$ cat config.mk
export PLATFORM = sky130hd
export DESIGN_NAME = csr_reg
export DESIGN_NICKNAME = d
export VERILOG_FILES = /design/src/rtl/csr_reg_pkg.sv /design/src/rtl/csr_counter64.sv /design/src/rtl/csr_reg.sv
export SDC_FILE = /design/constraint.sdc
export NUM_CORES = 1
export LEC_CHECK = 0
export CAP_MARGIN = 5
export CORE_MARGIN = 2
export CORE_UTILIZATION = 25
export DETAILED_ROUTE_END_ITERATION = 12
export PLACE_DENSITY_LB_ADDON = 0.08
export REMOVE_ABC_BUFFERS = 1
export SKIP_LAST_GASP = 1
export SLEW_MARGIN = 20
export SYNTH_ARGS = -nofsm -noshare
export SYNTH_HDL_FRONTEND = slang
export SYNTH_HIERARCHICAL = 1
export SYNTH_SLANG_ARGS = --single-unit
$ cat constraint.sdc
create_clock -name clk -period 4.2 [get_ports clk]
set_input_delay 0.42 -clock clk [delete_from_list [all_inputs] [get_ports clk]]
set_output_delay 0.42 -clock clk [all_outputs]
set_load 0.01 [all_outputs]
$ cat src/rtl/csr_reg_pkg.sv
// Shared CSR address map, write masks and write-port helpers for the machine-mode CSR file.
// Only addr[11:0] is decoded; callers slice the bus before using these helpers.
package csr_reg_pkg;

    localparam logic [11:0] CSR_MSTATUS   = 12'h300;
    localparam logic [11:0] CSR_MISA      = 12'h301;
    localparam logic [11:0] CSR_MIE       = 12'h304;
    localparam logic [11:0] CSR_MTVEC     = 12'h305;
    localparam logic [11:0] CSR_MSCRATCH  = 12'h340;
    localparam logic [11:0] CSR_MEPC      = 12'h341;
    localparam logic [11:0] CSR_MCAUSE    = 12'h342;
    localparam logic [11:0] CSR_MTVAL     = 12'h343;
    localparam logic [11:0] CSR_MCYCLE    = 12'hB00;
    localparam logic [11:0] CSR_MINSTRET  = 12'hB02;
    localparam logic [11:0] CSR_MCYCLEH   = 12'hB80;
    localparam logic [11:0] CSR_MINSTRETH = 12'hB82;
    localparam logic [11:0] CSR_CYCLE     = 12'hC00;
    localparam logic [11:0] CSR_INSTRET   = 12'hC02;
    localparam logic [11:0] CSR_CYCLEH    = 12'hC80;
    localparam logic [11:0] CSR_INSTRETH  = 12'hC82;
    localparam logic [11:0] CSR_MHARTID   = 12'hF14;

    localparam logic [31:0] MSTATUS_WMASK = 32'h0000_0088;  // MPIE | MIE
    localparam logic [31:0] MSTATUS_FIXED = 32'h0000_1800;  // MPP hardwired to M-mode
    localparam logic [31:0] MISA_RESET    = 32'h4000_0100;

    typedef struct packed {
        logic        en;
        logic [11:0] addr;
        logic [31:0] data;
    } csr_wr_t;

    function automatic logic csr_writable(input logic [11:0] addr);
        case (addr)
            CSR_MSTATUS, CSR_MIE, CSR_MTVEC, CSR_MSCRATCH, CSR_MEPC, CSR_MCAUSE, CSR_MTVAL,
            CSR_MCYCLE, CSR_MCYCLEH, CSR_MINSTRET, CSR_MINSTRETH: return 1'b1;
            default: return 1'b0;
        endcase
    endfunction

    function automatic logic [31:0] csr_wmask(input logic [11:0] addr, input logic [31:0] data);
        case (addr)
            CSR_MSTATUS:          return (data & MSTATUS_WMASK) | MSTATUS_FIXED;
            CSR_MTVEC, CSR_MEPC:  return {data[31:2], 2'b00};
            default:              return data;
        endcase
    endfunction

    function automatic logic csr_wr_hit(input csr_wr_t wr, input logic [11:0] addr);
        return wr.en && (wr.addr == addr);
    endfunction

    // Execute port wins over clint when both target the same address.
    function automatic logic [31:0] csr_wr_select(input csr_wr_t exe, input csr_wr_t clint,
                                                  input logic [11:0] addr,
                                                  input logic [31:0] cur);
        if (csr_wr_hit(exe, addr)) begin
            return exe.data;
        end else if (csr_wr_hit(clint, addr)) begin
            return clint.data;
        end
        return cur;
    endfunction

endpackage

$ cat src/rtl/csr_counter64.sv
// 64-bit counter with increment enable and independent low/high word loads.
// A low-word load suppresses the increment; a high-word load blocks the carry that cycle.
module csr_counter64 (
    input  logic        clk,
    input  logic        rst,
    input  logic        inc_en,
    input  logic        lo_we,
    input  logic [31:0] lo_wdata,
    input  logic        hi_we,
    input  logic [31:0] hi_wdata,
    output logic [63:0] count
);

    logic [31:0] lo_q, lo_d;
    logic [31:0] hi_q, hi_d;
    logic [63:0] sum;

    assign sum   = {hi_q, lo_q} + 64'd1;
    assign count = {hi_q, lo_q};

    always_comb begin
        lo_d = lo_q;
        hi_d = hi_q;
        if (inc_en) begin
            lo_d = sum[31:0];
            hi_d = sum[63:32];
        end
        if (lo_we) begin
            lo_d = lo_wdata;
            hi_d = hi_q;
        end
        if (hi_we) begin
            hi_d = hi_wdata;
        end
    end

    always_ff @(posedge clk) begin
        if (rst) begin
            lo_q <= '0;
            hi_q <= '0;
        end else begin
            lo_q <= lo_d;
            hi_q <= hi_d;
        end
    end

endmodule

$ cat src/rtl/csr_reg.sv
// Machine-mode CSR file: decode/execute port plus a clint port, with same-cycle write bypass
// on both read ports and 64-bit cycle/instret counters.
module csr_reg
    import csr_reg_pkg::*;
#(
    parameter logic [31:0] HART_ID  = 32'd0,
    parameter logic [31:0] MISA_VAL = MISA_RESET
) (
    input  logic        clk,
    input  logic        rst,
    input  logic [31:0] csrr_addr_i,
    output logic [31:0] csr_rdata_o,
    input  logic        csrw_enable_i,
    input  logic [31:0] csrw_addr_i,
    input  logic [31:0] csrw_data_i,
    input  logic        clint_we_i,
    input  logic [31:0] clint_waddr_i,
    input  logic [31:0] clint_wdata_i,
    input  logic [31:0] clint_raddr_i,
    output logic [31:0] clint_rdata_o,
    input  logic        inst_retire_i,
    output logic        global_int_en_o,
    output logic [31:0] mtvec_o,
    output logic [31:0] mepc_o,
    output logic [31:0] mstatus_o
);

    csr_wr_t     exe_wr, clint_wr;
    logic [31:0] mstatus_q, mie_q, mtvec_q, mscratch_q, mepc_q, mcause_q, mtval_q;
    logic [63:0] mcycle, minstret;
    logic        unused_addr_bits;

    assign unused_addr_bits = ^{csrr_addr_i[31:12], csrw_addr_i[31:12], clint_waddr_i[31:12],
                                clint_raddr_i[31:12]};

    // Writes to read-only/unimplemented addresses never raise en, so they also never bypass.
    always_comb begin
        exe_wr.en     = csrw_enable_i && csr_writable(csrw_addr_i[11:0]);
        exe_wr.addr   = csrw_addr_i[11:0];
        exe_wr.data   = csr_wmask(csrw_addr_i[11:0], csrw_data_i);
        clint_wr.en   = clint_we_i && csr_writable(clint_waddr_i[11:0]);
        clint_wr.addr = clint_waddr_i[11:0];
        clint_wr.data = csr_wmask(clint_waddr_i[11:0], clint_wdata_i);
    end

    always_ff @(posedge clk) begin
        if (rst) begin
            mstatus_q  <= MSTATUS_FIXED;
            mie_q      <= '0;
            mtvec_q    <= '0;
            mscratch_q <= '0;
            mepc_q     <= '0;
            mcause_q   <= '0;
            mtval_q    <= '0;
        end else begin
            mstatus_q  <= csr_wr_select(exe_wr, clint_wr, CSR_MSTATUS, mstatus_q);
            mie_q      <= csr_wr_select(exe_wr, clint_wr, CSR_MIE, mie_q);
            mtvec_q    <= csr_wr_select(exe_wr, clint_wr, CSR_MTVEC, mtvec_q);
            mscratch_q <= csr_wr_select(exe_wr, clint_wr, CSR_MSCRATCH, mscratch_q);
            mepc_q     <= csr_wr_select(exe_wr, clint_wr, CSR_MEPC, mepc_q);
            mcause_q   <= csr_wr_select(exe_wr, clint_wr, CSR_MCAUSE, mcause_q);
            mtval_q    <= csr_wr_select(exe_wr, clint_wr, CSR_MTVAL, mtval_q);
        end
    end

    csr_counter64 u_mcycle (
        .clk      (clk),
        .rst      (rst),
        .inc_en   (1'b1),
        .lo_we    (csr_wr_hit(exe_wr, CSR_MCYCLE) || csr_wr_hit(clint_wr, CSR_MCYCLE)),
        .lo_wdata (csr_wr_select(exe_wr, clint_wr, CSR_MCYCLE, 32'd0)),
        .hi_we    (csr_wr_hit(exe_wr, CSR_MCYCLEH) || csr_wr_hit(clint_wr, CSR_MCYCLEH)),
        .hi_wdata (csr_wr_select(exe_wr, clint_wr, CSR_MCYCLEH, 32'd0)),
        .count    (mcycle)
    );

    csr_counter64 u_minstret (
        .clk      (clk),
        .rst      (rst),
        .inc_en   (inst_retire_i),
        .lo_we    (csr_wr_hit(exe_wr, CSR_MINSTRET) || csr_wr_hit(clint_wr, CSR_MINSTRET)),
        .lo_wdata (csr_wr_select(exe_wr, clint_wr, CSR_MINSTRET, 32'd0)),
        .hi_we    (csr_wr_hit(exe_wr, CSR_MINSTRETH) || csr_wr_hit(clint_wr, CSR_MINSTRETH)),
        .hi_wdata (csr_wr_select(exe_wr, clint_wr, CSR_MINSTRETH, 32'd0)),
        .count    (minstret)
    );

    function automatic logic [31:0] csr_stored(input logic [11:0] addr);
        case (addr)
            CSR_MSTATUS:                 return mstatus_q;
            CSR_MISA:                    return MISA_VAL;
            CSR_MIE:                     return mie_q;
            CSR_MTVEC:                   return mtvec_q;
            CSR_MSCRATCH:                return mscratch_q;
            CSR_MEPC:                    return mepc_q;
            CSR_MCAUSE:                  return mcause_q;
            CSR_MTVAL:                   return mtval_q;
            CSR_MCYCLE, CSR_CYCLE:       return mcycle[31:0];
            CSR_MCYCLEH, CSR_CYCLEH:     return mcycle[63:32];
            CSR_MINSTRET, CSR_INSTRET:   return minstret[31:0];
            CSR_MINSTRETH, CSR_INSTRETH: return minstret[63:32];
            CSR_MHARTID:                 return HART_ID;
            default:                     return 32'd0;
        endcase
    endfunction

    always_comb begin
        csr_rdata_o   = csr_wr_select(exe_wr, clint_wr, csrr_addr_i[11:0],
                                      csr_stored(csrr_addr_i[11:0]));
        clint_rdata_o = csr_wr_select(exe_wr, clint_wr, clint_raddr_i[11:0],
                                      csr_stored(clint_raddr_i[11:0]));
    end

    assign mstatus_o       = mstatus_q;
    assign mtvec_o         = mtvec_q;
    assign mepc_o          = mepc_q;
    assign global_int_en_o = mstatus_q[3];

endmodule

==> results.toml <==
[flow_run]
cap_violations = 0

[critical_path]
cpMostUsedCell = "clkdlybuf4s50_1"
crit_path_start = "csrr_addr_i[4]"
startpoint_type = "input port"
cp.depth = 9
r2r-end = "u_minstret/hi_q[29]"
critPathArrivalTime_ps = 3770
r2r_start = "u_minstret/lo_q[2]"
rr_worst_depth = 5
rrSetupSlack_ps = 1220
worst-setup-path-type = "in -> out"
crit_path_max_incr_delay_ps = 550
crit_slowest_cell = "or4_1"
cp_num_buf_inv = 2
cp_cell_sequence = "clkdlybuf4s50_1, or3_1, or2_2, or4_1, nor2_1, a211oi_1, a21oi_1, o22a_1, clkdlybuf4s50_1"
crit_family = "simple AND/OR/NAND/NOR gates"
crit_required_ps = 3780
crit_path_end = "csr_rdata_o[5]"
endpoint_kind = "output pin"
cp_max_fo = 6

[clock_tree]
htreeDepth = 2
cts_tree = "built"
ctsHoldBuffers = 0
cts.root.buffer_cell = "clkbuf_16"
clock-sinks = 352
cts_buffers = 49
clk-insertion-delay-late_ps = 650
clockBufferDepth = 3
clk_pin_slew_ps = 60

[grt]
grt-busiest-layer = "met2"
grt_pass1_wl_um = 240200
grt_max_degree = 118
use_met2 = 0.4736
grt_overflow = 0
met3_usage = 0.06382
use_met1 = 0.4427
grt_pass1_vias = 29561
antenna_found_initial = 5
grtUsageTotal = 0.3143

[logic_synthesis]
synth_edf_count = 0
yosysSeqAreaShare = 0.2712
syn_avg_cell_area_um2 = 7.476
yosys_register_bits = 352
synth.area.top_cells = "dfxtp_1 (27%), a211oi_1 (12%), nor2_1 (5.5%)"
synthCells = 3476
yosys_warnings = 6
synthArstFlopShare = 0
yosysUniqueCellTypes = 91
synthFlopType = "dfxtp_1"
netlist_area_um2 = 25990
synth_top_cell_by_area = "dfxtp_1"
synth_top_area_frac = 0.2712

[placed_design]
placedInstanceArea_um2 = 32930
dp_hpwl_um = 130300
gp_congestion = 0.9724
numPortBuffers = 277
pre_cts_slack_ps = -186.7

[floorplanning]
core-area_um2 = 103300
die_y_um = 326.4
die_area_um2 = 106500
rows = 118
start_util = 0.2514
io_pins = 358
die_w_um = 326.4

[layout]
drive_gt1_frac = 0.1542
final_util = 0.3362
synthToLayoutAreaGrowth_pct = 33.70
nets = 4056
fin_area_um2 = 34740

[sta]
final_hold_viol_count = 0
setup-violations-final = 0
finalMaxSlewViolations = 0
slew_headroom = 0.2219
rsz0062_at_grt = "true"
fin_skew_ps = 16.99
setup_slack_ps = 14.97
clock.fmax_mhz = 238.9
worst_slew_pin_slew_ps = 1157
hold_slack_ps = 256.7
tns_ps = 0
fin_crit_ps = 4185
fin_crit_sh = 0.9964

[route]
routed_wirelength_um = 174800
drcViolationCount = 0
num_vias = 32174
ant_nets = 0
drtIter0Drc = 4103
vias_per_cell = 6.098
post_drt_wl_per_cell_um = 33.13
drtPass1Iterations = 7

[pwr]
power.density_nw_per_um2 = 250.1
p_leak_nw = 11.98
peakVddDrop_uv = 275.0

[hold_path]
whs_path_depth = 2
hold_path.class = "in -> reg"

[outcome]
status = "completed"
## cell usage in the layout (no fill, tap or decap), drive strengths merged, types with 15 or more instances in the layout
| master | n |
|---|---|
| nor2b | 18 |
| nand4 | 81 |
| nand4b | 16 |
| a22oi | 70 |
| nor4b | 16 |
| a21oi | 98 |
| and4 | 30 |
| dlymetal6s2s | 15 |
| and2 | 71 |
| dfxtp | 352 |
| nor4 | 48 |
| nand2b | 22 |
| xor2 | 78 |
| or2 | 15 |
| a221oi | 44 |
| a22o | 25 |
| xnor2 | 63 |
| clkdlybuf4s50 | 247 |
| a222oi | 26 |
| mux2i | 100 |
| or3 | 23 |
| buf | 419 |
| a311oi | 19 |
| a2111oi | 32 |
| nor3 | 62 |
| a221o | 21 |
| o221ai | 31 |
| and3 | 31 |
| nand2 | 234 |
| inv | 44 |
| a32oi | 15 |
| nor2 | 380 |
| clkbuf | 70 |
| nand3 | 213 |
| o21ai | 221 |
| o22ai | 65 |
| a211oi | 413 |
## flip-flops by register name (all words and copies together) (netlist names)
name,flops
mcause_q,32
mepc_o,32
mie_q,32
mscratch_q,32
mstatus_o,32
mtval_q,32
mtvec_o,32
u_mcycle/hi_q,32
u_mcycle/lo_q,32
u_minstret/hi_q,32
u_minstret/lo_q,32
## worst min path at each step
stage                  start                 end  slack, ps
5_1_grt                  rst  u_minstret/lo_q[6]        270
3_3_place_gp   mstatus_o[25]       mstatus_o[25]        530
2_1_floorplan            rst    u_mcycle/hi_q[9]        480
3_5_place_dp   mstatus_o[22]       mstatus_o[22]        530
6_report                 rst   u_mcycle/lo_q[17]        260
4_1_cts                  rst  u_minstret/lo_q[6]        220
## routing by layer
layer / routed length, um / vias to the layer above
met4: 6618 / 0
met5: 0 / -
met2: 74500 / 1791
met3: 17370 / 308
li1: - / 14085
met1: 76310 / 15990
## logic make-up (layout without fill, tap and decap cells)
logic type               Yosys count  in the layout  share of synthesized area
AO/OA/AOI/OAI                   1151           1151                     0.3132
XOR/XNOR                         141            141                    0.04752
adder cells (fa/ha/maj)            2              2                  0.0009628
buffers and inverters            408            822                    0.06076
flip-flops                       352            352                     0.2712
multiplexers                     118            118                    0.04935
other                              1              7                  0.0001443
AND/OR/NAND/NOR                 1303           1303                     0.2569
## layout make-up
cell class / instances / area [um2]
fillers: 11142 / 68610
multi-input cells: 2718 / 17700
flip-flops and latches: 352 / 7047
repair buffers: 693 / 6490
well taps: 1380 / 1727
clock buffers: 69 / 1363
clock inverters: 17 / 250.2
inverters: 43 / 161.4
diodes: 4 / 10.01
## power breakdown
part           internal (W)  leakage (nW)  switching, W
Sequential          0.00334          2.83     0.0000132
Combinational      0.000324          8.36      0.000586
Clock               0.00257         0.786       0.00185
Total               0.00624          12.0       0.00245
## synthesized netlist by cell type, types with 15 or more instances
cell / n
nor4_1: 41
a211oi_1: 412
xor2_1: 78
and3_1: 31
a311oi_1: 19
buf_1: 28
xnor2_1: 63
nor2b_1: 18
nand4_1: 79
a22o_1: 25
clkbuf_1: 321
nand2b_1: 22
a221oi_1: 44
o22ai_1: 65
dfxtp_1: 352
nand4b_1: 16
a221o_1: 21
a222oi_1: 26
nand3_1: 211
nor3_1: 57
nor4b_1: 15
a22oi_1: 70
mux2i_1: 100
and4_1: 30
o21ai_0: 220
inv_1: 42
a21oi_1: 98
o221ai_1: 31
or3_1: 22
a2111oi_0: 31
and2_1: 64
nor2_1: 379
nand2_1: 234
a32oi_1: 15
## timing repair
item / in CTS / in global routing
endpoints found under the setup margin: 27 / 36
resized for setup: 16 / 37
setup buffers: 0 / 7
pin swaps: 1 / 0
## through the flow
| step | std cells | total power (W) |
|---|---|---|
| 3_3_place_gp | 5179 | 0.004308 |
| 5_1_grt | 5272 | 0.008889 |
| 6_report | 5276 | 0.008691 |
| 2_1_floorplan | 3113 | 0.003659 |
| 3_5_place_dp | 5179 | 0.004303 |
| 4_1_cts | 5265 | 0.008723 |
(Power assumes the default switching activity.)
